[src/rtl/user_bram_arbiter.sv]
// ---------------------------------------------------------------------------
// user_bram_arbiter
//
// Shares one single-port user BRAM between two requesters:
//   * the management-SoC Wishbone slave port (byte window selected by
//     wbs_adr_i[31:24] == DECODE), and
//   * a local DMA-style master (req/ack handshake, word addressed).
//
// A three-state sequencer (IDLE -> ACCESS -> DONE -> IDLE) grants one
// requester, holds the BRAM enabled for a fixed window of DELAYS+1 cycles,
// captures the BRAM read data at the end of the window and returns a
// one-cycle acknowledge with that data to the granted requester.
//
// Contested grants alternate: when both request in IDLE, the requester that
// did not own the last access wins. Reset leaves owner at DMA so the first
// contested grant goes to Wishbone.
//
// Ports
//   wb_clk_i, wb_rst_n   clock, asynchronous active-low reset
//   wbs_*_i / wbs_*_o    Wishbone slave (cyc, stb, we, sel, adr, dat, ack)
//   dma_*_i / dma_*_o    local master (req, we, sel, word adr, dat, ack)
//   bram_*_o, bram_do_i  BRAM port 0 (EN0, WE0, A0 byte address, Di0, Do0)
//   busy_o               high whenever the sequencer is not IDLE
//   owner_o              current/last grant: 0 = Wishbone, 1 = DMA
// ---------------------------------------------------------------------------
module user_bram_arbiter #(
  parameter int          ADDR_W = 10,    // BRAM word-address width
  parameter int          DELAYS = 10,    // extra wait cycles in the window
  parameter logic [7:0]  DECODE = 8'h38  // wbs_adr_i[31:24] of the window
) (
  input  logic               wb_clk_i,
  input  logic               wb_rst_n,
  // Wishbone slave
  input  logic               wbs_cyc_i,
  input  logic               wbs_stb_i,
  input  logic               wbs_we_i,
  input  logic [3:0]         wbs_sel_i,
  input  logic [31:0]        wbs_adr_i,
  input  logic [31:0]        wbs_dat_i,
  output logic               wbs_ack_o,
  output logic [31:0]        wbs_dat_o,
  // Local DMA master
  input  logic               dma_req_i,
  input  logic               dma_we_i,
  input  logic [3:0]         dma_sel_i,
  input  logic [ADDR_W-1:0]  dma_adr_i,
  input  logic [31:0]        dma_dat_i,
  output logic               dma_ack_o,
  output logic [31:0]        dma_dat_o,
  // BRAM port 0
  output logic               bram_en_o,
  output logic [3:0]         bram_we_o,
  output logic [31:0]        bram_a_o,
  output logic [31:0]        bram_di_o,
  input  logic [31:0]        bram_do_i,
  // Status
  output logic               busy_o,
  output logic               owner_o
);

  // -------------------------------------------------------------------------
  // Constants
  // -------------------------------------------------------------------------
  localparam logic [1:0] ST_IDLE   = 2'd0;
  localparam logic [1:0] ST_ACCESS = 2'd1;
  localparam logic [1:0] ST_DONE   = 2'd2;

  localparam logic OWN_WB  = 1'b0;
  localparam logic OWN_DMA = 1'b1;

  // Window counter runs 0..DELAYS; keep at least one bit for DELAYS = 0.
  localparam int                CNT_W    = (DELAYS < 1) ? 1 : $clog2(DELAYS + 1);
  localparam logic [CNT_W-1:0]  CNT_LAST = CNT_W'(DELAYS);

  // Zero padding above the word address in the BRAM byte address.
  localparam int A_PAD = 32 - ADDR_W - 2;

  // -------------------------------------------------------------------------
  // State
  // -------------------------------------------------------------------------
  logic [1:0]         state_q,   state_d;
  logic [CNT_W-1:0]   cnt_q,     cnt_d;
  logic               owner_q,   owner_d;
  logic               we_q,      we_d;
  logic [3:0]         sel_q,     sel_d;
  logic [ADDR_W-1:0]  addr_q,    addr_d;
  logic [31:0]        wdata_q,   wdata_d;
  logic               wbs_ack_q, wbs_ack_d;
  logic               dma_ack_q, dma_ack_d;
  logic [31:0]        wbs_dat_q, wbs_dat_d;
  logic [31:0]        dma_dat_q, dma_dat_d;

  // -------------------------------------------------------------------------
  // Request decode and arbitration
  // -------------------------------------------------------------------------
  logic wb_req;
  logic grant_dma;
  logic in_access;
  logic wb_abort;
  logic window_end;

  assign wb_req = wbs_cyc_i & wbs_stb_i & (wbs_adr_i[31:24] == DECODE);

  // Lone requester always wins; on contention the last owner yields.
  always_comb begin
    // NOTE: every always_comb output gets a default first so no path leaves
    // it unassigned -- an unassigned path would infer a latch.
    grant_dma = 1'b0;
    if (dma_req_i && !wb_req) begin
      grant_dma = 1'b1;
    end else if (dma_req_i && wb_req) begin
      grant_dma = (owner_q == OWN_WB);
    end
  end

  assign in_access  = (state_q == ST_ACCESS);
  // Only a Wishbone owner can walk away mid-window; the DMA master holds req.
  assign wb_abort   = in_access & (owner_q == OWN_WB) & ~wbs_cyc_i;
  assign window_end = in_access & (cnt_q == CNT_LAST);

  // -------------------------------------------------------------------------
  // Next-state logic
  // -------------------------------------------------------------------------
  always_comb begin
    state_d   = state_q;
    cnt_d     = cnt_q;
    owner_d   = owner_q;
    we_d      = we_q;
    sel_d     = sel_q;
    addr_d    = addr_q;
    wdata_d   = wdata_q;
    // Acks and read data are pulses: zero unless the window closes now.
    wbs_ack_d = 1'b0;
    dma_ack_d = 1'b0;
    wbs_dat_d = '0;
    dma_dat_d = '0;

    case (state_q)
      ST_IDLE: begin
        if (wb_req || dma_req_i) begin
          owner_d = grant_dma ? OWN_DMA : OWN_WB;
          if (grant_dma) begin
            we_d    = dma_we_i;
            sel_d   = dma_sel_i;
            addr_d  = dma_adr_i;
            wdata_d = dma_dat_i;
          end else begin
            we_d    = wbs_we_i;
            sel_d   = wbs_sel_i;
            // Byte address -> word address; upper bits wrap inside the BRAM.
            addr_d  = wbs_adr_i[ADDR_W+1:2];
            wdata_d = wbs_dat_i;
          end
          cnt_d   = '0;
          state_d = ST_ACCESS;
        end
      end

      ST_ACCESS: begin
        if (wb_abort) begin
          // Abandon without ack; read data is left untouched.
          cnt_d   = '0;
          state_d = ST_IDLE;
        end else if (window_end) begin
          cnt_d   = '0;
          state_d = ST_DONE;
          if (owner_q == OWN_DMA) begin
            dma_ack_d = 1'b1;
            dma_dat_d = bram_do_i;
          end else begin
            wbs_ack_d = 1'b1;
            wbs_dat_d = bram_do_i;
          end
        end else begin
          cnt_d = cnt_q + 1'b1;
        end
      end

      ST_DONE: begin
        state_d = ST_IDLE;
      end

      default: begin
        state_d = ST_IDLE;
        cnt_d   = '0;
      end
    endcase
  end

  // -------------------------------------------------------------------------
  // Registers
  // -------------------------------------------------------------------------
  // NOTE: sequential state is updated with non-blocking assignments so every
  // flop samples the pre-edge value of every other flop.
  always_ff @(posedge wb_clk_i or negedge wb_rst_n) begin
    if (!wb_rst_n) begin
      state_q   <= ST_IDLE;
      cnt_q     <= '0;
      owner_q   <= OWN_DMA;
      we_q      <= 1'b0;
      sel_q     <= '0;
      addr_q    <= '0;
      wdata_q   <= '0;
      wbs_ack_q <= 1'b0;
      dma_ack_q <= 1'b0;
      wbs_dat_q <= '0;
      dma_dat_q <= '0;
    end else begin
      state_q   <= state_d;
      cnt_q     <= cnt_d;
      owner_q   <= owner_d;
      we_q      <= we_d;
      sel_q     <= sel_d;
      addr_q    <= addr_d;
      wdata_q   <= wdata_d;
      wbs_ack_q <= wbs_ack_d;
      dma_ack_q <= dma_ack_d;
      wbs_dat_q <= wbs_dat_d;
      dma_dat_q <= dma_dat_d;
    end
  end

  // -------------------------------------------------------------------------
  // Outputs
  // -------------------------------------------------------------------------
  // BRAM strobes are forced to zero outside the access window. A write
  // repeats on every window cycle, which is harmless for the same word.
  assign bram_en_o = in_access;
  assign bram_we_o = (in_access && we_q) ? sel_q : 4'b0000;
  assign bram_a_o  = in_access ? {{A_PAD{1'b0}}, addr_q, 2'b00} : 32'h0;
  assign bram_di_o = in_access ? wdata_q : 32'h0;

  assign wbs_ack_o = wbs_ack_q;
  assign wbs_dat_o = wbs_dat_q;
  assign dma_ack_o = dma_ack_q;
  assign dma_dat_o = dma_dat_q;

  assign busy_o    = (state_q != ST_IDLE);
  assign owner_o   = owner_q;

  // Only the decode byte and word-address bits of wbs_adr_i matter.
  logic unused_adr;
  assign unused_adr = ^wbs_adr_i;

endmodule

[config.mk]
export PLATFORM = sky130hd
export DESIGN_NAME = user_bram_arbiter
export DESIGN_NICKNAME = d
export VERILOG_FILES = /design/src/rtl/user_bram_arbiter.sv
export SDC_FILE = /design/constraint.sdc
export NUM_CORES = 1
export LEC_CHECK = 0
export CAP_MARGIN = 40
export CORE_ASPECT_RATIO = 1.25
export CORE_MARGIN = 10
export CORE_UTILIZATION = 26
export CTS_CLUSTER_SIZE = 10
export DETAILED_ROUTE_END_ITERATION = 6
export GPL_TIMING_DRIVEN = 0
export HOLD_SLACK_MARGIN = 0.03
export MAX_ROUTING_LAYER = met4
export PLACE_DENSITY = 0.58
export SYNTH_ARGS = -nofsm -noshare
export SYNTH_HDL_FRONTEND = slang
export SYNTH_SLANG_ARGS = --single-unit
[constraint.sdc]
create_clock -name wb_clk_i -period 2.65 [get_ports wb_clk_i]
set_clock_uncertainty 0.1 [all_clocks]
set_input_delay 0.53 -clock wb_clk_i [delete_from_list [all_inputs] [get_ports wb_clk_i]]
set_output_delay 0.53 -clock wb_clk_i [all_outputs]
set_load 0.1 [all_outputs]
======== Yosys cells after proc, flatten, opt, wreduce, memory -nomap -nowiden ========
Cells that the tools add are included.
storage, ports and cells
  output and inout bits ................... 137
  bits in registers ....................... 120
  logic and storage cells ................. 70
  input bits .............................. 153
operators by class
  mux-type cells .......................... 34
  bitwise gates (word level) .............. 8
  add/subtract/negate cells ............... 1
  equal/unequal tests ..................... 6
  reductions and logical operators ........ 10
operator list
  cell                                                    number
  2-to-1 mux 32 bit                                       10
  2-to-1 mux 4 bit                                        5
  2-to-1 mux 1 bit                                        12
  2-to-1 mux 12 bit                                       1
  one-hot mux 4 bit (3 select lines)                      1
  2-to-1 mux 10 bit                                       1
  equality test 8 x 6 -> 1 bit (second input constant)    1
  2-to-1 mux 2 bit                                        3
  AND reduction 2 bit                                     3
  AND 1 bit                                               5
  adder 4 x 1 -> 4 bit (second input constant)            1
  equality test 4 bit (second input constant)             1
  one-hot mux 2 bit (2 select lines)                      1
  logical AND 1 bit                                       3
  inequality test 3 x 1 -> 1 bit (second input constant)  1
  NOT 1 bit                                               3
  equality test 2 x 1 -> 1 bit (second input constant)    1
  equality test 2 bit (second input constant)             1
  logical NOT 2 bit                                       1
  inequality test 2 bit (second input constant)           1
  nonzero test 2 bit                                      1
  logical NOT 1 bit                                       1
  logical OR 1 bit                                        1

======== Depth between registers and ports, before layout ========
Gate-level depths: netlist of run 1.
  depth in word-level cells ............... 6
  mapped depth ............................ 7
  depth with buffers taken out ............ 6

======== Worst setup path before layout of run 1 ========
Ideal clock, no wire load.
  path type ............................... register -> output
  start point ............................. reg state_q[1]
  end point ............................... out bram_di_o[23]
  stages on the path, launching flop included .. 4
  slack ................................... -0.473 ns
  data arrival time ....................... 2.493 ns
  required time ........................... 2.020 ns
  path buffers ............................ 1
  cell sequence ........................... dfrtp_1 > nor2b_1 > clkbuf_1 > and2_1
on the way
  cells in the longest elaborated chain, start to end .. 2
ends and longest elaborated chain
  item                          line  source
  start, declared               81    logic [1:0] state_q, state_d;
  start signal, assigned        209   state_q <= state_d;
  equality test 2 x 1 -> 1 bit  116   assign in_access = (state_q == ST_ACCESS);
  net bram_en_o                 51    output logic bram_en_o,
  2-to-1 mux 32 bit             231   assign bram_di_o = in_access ? wdata_q : 32'h0;
  end, declared                 54    output logic [31:0] bram_di_o,
The timed path passes the listed nets, and every way through them passes these cells.

======== Worst setup path after layout of run 1 ========
  start point ............................. reg state_q[1]
  end point ............................... out bram_di_o[11]
on the way
  cells in the longest elaborated chain, start to end .. 2
ends and longest elaborated chain
  item                          line
  equality test 2 x 1 -> 1 bit  116
  2-to-1 mux 32 bit             231
No other way between the ends.

==> results of run 1 <==
worst register-to-register path, cell delays in order (launching register included):
cell	delay [ns]
dfrtp_1	0.41
buf_4	0.16
nor3b_1	0.28
o41a_1	0.26
clkbuf_1	0.32
or2b_1	0.28
o221a_2	0.12
per-stage QoR:
stage,setup slack (ns),total power [mW],util [%],std cells
global route,0.00305,13.9,57.0,1074
CTS,0.000997,13.6,57.1,1079
global placement,-3.65,8.89,41.6,955
finish,0.0929,13.4,57.0,1075
floorplan,0.00537,7.34,-,437
detailed placement,-0.531,11.5,54.6,1071
how the worst max path moves through the flow:
stage | from | endpoint | slack [ns] | depth (start not counted)
floorplan | state_q[1]$_DFFE_PN0P_ | bram_di_o[23] | 0.005 | 3
global placement | wb_rst_n | dma_dat_o[28]$_DFF_PN0_ | -3.65 | 1
detailed placement | state_q[0]$_DFFE_PN0P_ | bram_di_o[9] | -0.53 | 6
CTS | state_q[1]$_DFFE_PN0P_ | bram_a_o[7] | 0.001 | 5
global route | state_q[1]$_DFFE_PN0P_ | bram_di_o[11] | 0.003 | 7
finish | state_q[1]$_DFFE_PN0P_ | bram_di_o[11] | 0.09 | 7
cell type report:
| class | instances | area [µm²] | area share (%) |
|---|---|---|---|
| timing repair buffer | 339 | 4860 | 43.7 |
| buffer | 48 | 409 | 3.67 |
| inverter | 6 | 22.5 | 0.202 |
| clock inverter | 15 | 191 | 1.72 |
| multi-input combinational | 263 | 1880 | 16.9 |
| clock buffer | 17 | 425 | 3.82 |
| tap | 265 | 332 | 2.98 |
| antenna | 2 | 5.00 | 0.0449 |
| sequential | 120 | 3000 | 27.0 |
repair_timing:
item                       4_1_cts  5_1_grt
setup buffers                    7        0
hold endpoints to repair        35        0
resized for setup               38        7
hold buffers                     1        0
setup endpoints to repair       47        9
pin swaps                        0        0
routing by layer:
layer / wire (µm) / global-route usage [%] / up-vias
met5: 0 / - / -
met4: 249 / 4.18 / 0
met3: 1370 / 5.58 / 17
met2: 10800 / 28.3 / 210
met1: 7670 / 16.3 / 2271
li1: - / - / 2149
logic make-up after synthesis:
kind of cell    synth area share [%]
buf+inv                         7.37
flops                           58.0
xor+xnor                       0.169
compound gates                  12.1
simple gates                    21.8
fa+ha+maj                      0.483
other cells                   0.0724
power groups by stage:
stage               Combinational [mW]  Clock [mW]  Sequential (mW)
global route                      8.87        2.56             2.51
detailed placement                8.98           0             2.49
floorplan                         4.77           0             2.57
finish                            8.58        2.41             2.46
CTS                               8.72        2.47             2.46
global placement                  6.42           0             2.47
layout by cell type, fill, tap and decap left out, drive strengths merged, types with 2 or more instances in the layout:
cell type,instances
and2,107
and3,5
buf,159
bufinv,3
clkbuf,30
clkdlybuf4s50,206
clkinv,5
clkinvlp,2
conb,22
dfrtp,119
diode,2
dlygate4sd2,8
ha,2
inv,11
nand2,4
nand2b,32
nor2,7
o21ai,2
o221a,47
o2bb2ai,2
or2b,15
flip-flops by register name (all words and copies together) (netlist names):
name and cells:
cnt_q 4, sel_q 4, dma_ack_o 1, owner_o 1, wbs_ack_o 1, state_q 2
we_q 1, dma_dat_o 32, wbs_dat_o 32, addr_q 10, wdata_q 32
==> impl_metrics.json, run 1 <==
{
  "synth.avg_cell_area_um2": 12.4,
  "cp.arrival_ns": 1.93,
  "die_height_um": 178,
  "die_area_mm2": 0.0260,
  "routedWlPerCell_um": 18.7,
  "endpoint_kind": "output pin",
  "cts-buffers-inserted": 17,
  "reg2reg_slack_ns": 0.62,
  "cp.buffers_inverters": 5,
  "rsz0062_at_grt": "no",
  "slowest_delay_ns": 0.41,
  "p_per_area_mw_per_mm2": 1210,
  "initial_core_util_pct": 26.5,
  "drv_slew": 0,
  "hold_path_startpoint": "wdata_q[25]$_DFFE_PN0P_",
  "fill_cells": 1569,
  "clkSinkCount": 120,
  "r2r_start": "state_q[1]$_DFFE_PN0P_",
  "grt_usage_pct": 15.9,
  "crit_path_top_delay_cell": "dfrtp_1",
  "maxCapViolCount": 0,
  "rr_endpoint": "wdata_q[11]$_DFFE_PN0P_",
  "ys_seq_elements": 120,
  "ant_nets": 0,
  "clock_power_share_pct": 17.9,
  "drt-total-wl_um": 20100,
  "p_sw_mw": 6.21,
  "status": "finished, final reports clean",
  "htreeDepth": 4,
  "hold_path.class": "reg2reg",
  "start_kind": "flop",
  "grt_max_degree": 86,
  "synth_top_area_cell": "dfrtp_1",
  "clockRootBuffer": "clkbuf_16",
  "cts.clk_slew.worst_paths_ns": 0.06,
  "hold_depth": 1,
  "portBuffers": 253,
  "holdWs_ns": 0.448,
  "crit_required_ns": 2.02,
  "nets": 950,
  "p_seq_share_pct": 18.3,
  "clock_latency_ns": 0.41,
  "setup_tns_ns": 0,
  "grt_pass1_vias": 5490,
  "vias": 4647,
  "drtIter0Drc": 148,
  "cts.path.max_buffers": 2,
  "path_class": "reg2out",
  "syn_area_mm2": 0.00518,
  "area_growth_syn_to_layout_pct": 115,
  "synth_common_cells": "dfrtp_1 (119), and2_1 (106), o221a_2 (37)",
  "drcViolationCount": 0,
  "yosysMostFrequentCell": "dfrtp_1",
  "grt_first_pass_wirelength_um": 31000,
  "max_freq_mhz": 391,
  "gp_congestion": 0.752,
  "syn_inst": 416,
  "die_w_um": 146,
  "post-route-cell-area_mm2": 0.0111,
  "ys.flop_type": "dfrtp_1",
  "hold_viol": 0,
  "comb_power_share_pct": 63.8,
  "min_to": "wdata_q[25]$_DFFE_PN0P_",
  "swShare_pct": 46.2,
  "io_pins": 290,
  "synth.area.top_cells": "dfrtp_1 (58%), and2_1 (13%), o221a_2 (8.0%)",
  "rows": 57,
  "dp_hpwl_um": 16300,
  "ys_types": 40,
  "vdd_drop_max_mv": 1.18,
  "routed_via_density": 4.32,
  "core_mm2": 0.0195,
  "crit_fanout": 10,
  "p_leak_nw": 4.81,
  "synth.top_cell.area_share_pct": 57.5,
  "dr.pass1.iters": 4,
  "ys.warnings.count": 0,
  "fin_crit_ns": 2.56,
  "drive_gt1_share_pct": 29.8,
  "postPlaceCellArea_mm2": 0.0107,
  "synth_edf_count": 0,
  "antenna_found_initial": 1,
  "internal_power_mw": 7.24,
  "finalSetupViolations": 0,
  "async_flop_share_pct": 100,
  "cts_tree": "yes",
  "path_cells": "nor2b_4 -> buf_4 -> clkbuf_8 -> buf_4 -> clkbuf_8 -> and2_1 -> buf_16",
  "finalCritPeriodShare_pct": 96.5,
  "ys_seq_area_share_pct": 58.0,
  "reg2regPathDepth": 6,
  "critPathTopFamily": "buffers and inverters",
  "overflow": 0
}
No activity file was read; power rests on OpenSTA's default activity.
==> inputs of run 2 (changes only) <==
CORE_MARGIN = 1.5   (was 10)
PLACE_DENSITY = not set   (was 0.58)
==> run 2 against run 1 <==
- first-iteration DRC count down 3.4%
- register-to-register slack about the same
- clock-buffer cell count rose by 4
- sequential share of layout area increased by 1.0 points
- power decreased by 1.8%
- critical path depth down 3
- clock power is 5% higher
- highest routed layer unchanged
- worst setup slack improved by 0.015 ns
- combinational power fell by 4.4%
- sequential cell count unchanged
- non-clock buffer count fell by 3
==> impl_metrics.json, run 2 (synthesis gave the netlist of run 1 again) <==
{
  "status": "finished, final reports clean",
  "internal_power_mw": 7.21,
  "die_height_um": 161,
  "grt_first_pass_wirelength_um": 25900,
  "maxCapViolCount": 0,
  "clock_latency_ns": 0.41,
  "postPlaceCellArea_mm2": 0.0102,
  "clockRootBuffer": "clkbuf_16",
  "layout_commonest_cell": "clkdlybuf4s50_1",
  "endpoint_kind": "output pin",
  "core_mm2": 0.0195,
  "p_sw_mw": 6.00,
  "max_freq_mhz": 393,
  "portBuffers": 253,
  "layout.cells.non_filler": 1070,
  "final_cell_mix": "clkdlybuf4s50_1 (206), dfrtp_1 (119), and2_1 (106)",
  "slowest_delay_ns": 0.53,
  "p_leak_nw": 4.66,
  "htreeDepth": 4,
  "swShare_pct": 45.4,
  "comb_power_share_pct": 62.1,
  "path_cells": "nor2b_4 -> buf_6 -> clkdlybuf4s50_1 -> buf_8",
  "gp_congestion": 0.780,
  "drtIter0Drc": 143,
  "start_kind": "flop",
  "dp.cells": 1071,
  "p_seq_share_pct": 18.6,
  "area_growth_syn_to_layout_pct": 107,
  "fin_crit_ns": 2.54,
  "clkSinkCount": 120,
  "drv_slew": 0,
  "dp_hpwl_um": 13100,
  "clock_power_share_pct": 19.3,
  "initial_core_util_pct": 26.6,
  "nets": 947,
  "routedWlPerCell_um": 15.3,
  "drcViolationCount": 0,
  "hold_viol": 0,
  "cp.buffers_inverters": 3,
  "vias": 4517,
  "hold_path.class": "reg2reg",
  "cts.clk_slew.worst_paths_ns": 0.05,
  "die_w_um": 129,
  "vdd_drop_max_mv": 1.53,
  "routed_via_density": 4.22,
  "finalCritPeriodShare_pct": 95.9,
  "p_per_area_mw_per_mm2": 1230,
  "cp.arrival_ns": 1.91,
  "critPathTopFamily": "buffers and inverters",
  "drive_gt1_share_pct": 28.9,
  "cts-buffers-inserted": 17,
  "post-route-cell-area_mm2": 0.0107,
  "reg2reg_slack_ns": 0.63,
  "crit_required_ns": 2.02,
  "rsz0062_at_grt": "no",
  "io_pins": 290,
  "finalSetupViolations": 0,
  "cts.path.max_buffers": 2,
  "path_class": "reg2out",
  "crit_path_top_delay_cell": "clkdlybuf4s50_1",
  "overflow": 0,
  "ant_nets": 0,
  "drt-total-wl_um": 16400,
  "die_area_mm2": 0.0208,
  "grt_pass1_vias": 5164,
  "crit_fanout": 13,
  "grt_max_degree": 88,
  "antenna_found_initial": 0,
  "cts_tree": "yes",
  "diodes": 0,
  "rows": 57,
  "dr.pass1.iters": 4,
  "grt_usage_pct": 16.8
}
## run 2: layer usage
layer	share of wire, %	vias up	GRT usage, %
met5	0	-	-
met1	37	2166	17.2
li1	-	2126	-
met3	6.5	29	4.76
met2	54	196	30.1
met4	2.1	0	6.13
## run 2: path summary, 6_finish.rpt
kind	startpoint	endpoint	depth (start not counted)
setup / recovery	state_q[1]$_DFFE_PN0P_	bram_en_o	4
hold / removal	addr_q[5]$_DFFE_PN0P_	addr_q[5]$_DFFE_PN0P_	1
setup reg to reg	state_q[1]$_DFFE_PN0P_	wdata_q[8]$_DFFE_PN0P_	6
hold reg to reg	addr_q[5]$_DFFE_PN0P_	addr_q[5]$_DFFE_PN0P_	1
max in group asynchronous	wb_rst_n	owner_o$_DFFE_PN1P_	3
min in group asynchronous	wb_rst_n	dma_dat_o[13]$_DFF_PN0_	2
## run 2: power groups by stage
stage	combinational, mW	clock, mW	sequential [mW]
after global routing	8.45	2.70	2.52
after global placement	6.34	0	2.47
after CTS	8.34	2.60	2.46
after floorplan	4.77	0	2.57
after detailed placement	8.47	0	2.48
final	8.20	2.54	2.46
## run 2: worst register-to-register path: cells and delay by family (launching register included)
| family | cells | cell delay, ns |
|---|---|---|
| flip-flops | 1 | 0.40 |
| buffers and inverters | 2 | 0.49 |
| AO/OA/AOI/OAI | 2 | 0.37 |
| AND/OR/NAND/NOR | 2 | 0.54 |
## run 2: final cells by class
type	instances	area (µm²)
Tap cell	265	332
Fill cell	1537	8750
Timing Repair Buffer	337	4430
Sequential cell	120	3000
Clock buffer	21	460
Buffer	47	390
Clock inverter	11	194
Multi-Input combinational cell	263	1880
Inverter	6	22.5
## run 2: timing repair
| action | 4_1_cts | 5_1_grt |
|---|---|---|
| endpoints found under the hold margin | 33 | 0 |
| buffers inserted | 4 | 0 |
| resized for setup | 56 | 2 |
| hold buffers | 1 | 0 |
| endpoints found under the setup margin | 47 | 6 |
| cloned | 0 | 0 |
## run 2: metrics by stage
stage	setup slack [ns]	TNS (ns)	util (%)	power, mW	hold slack (ns)
after floorplan	0.00537	0	-	7.34	0.134
after global placement	-3.62	-462.28	41.7	8.81	0.432
after detailed placement	-0.568	-11.45	52.4	11.0	0.346
after CTS	0.00501	0	55.3	13.4	0.454
after global routing	0.0309	0	55.0	13.7	0.467
final	0.108	0	55.0	13.2	0.451
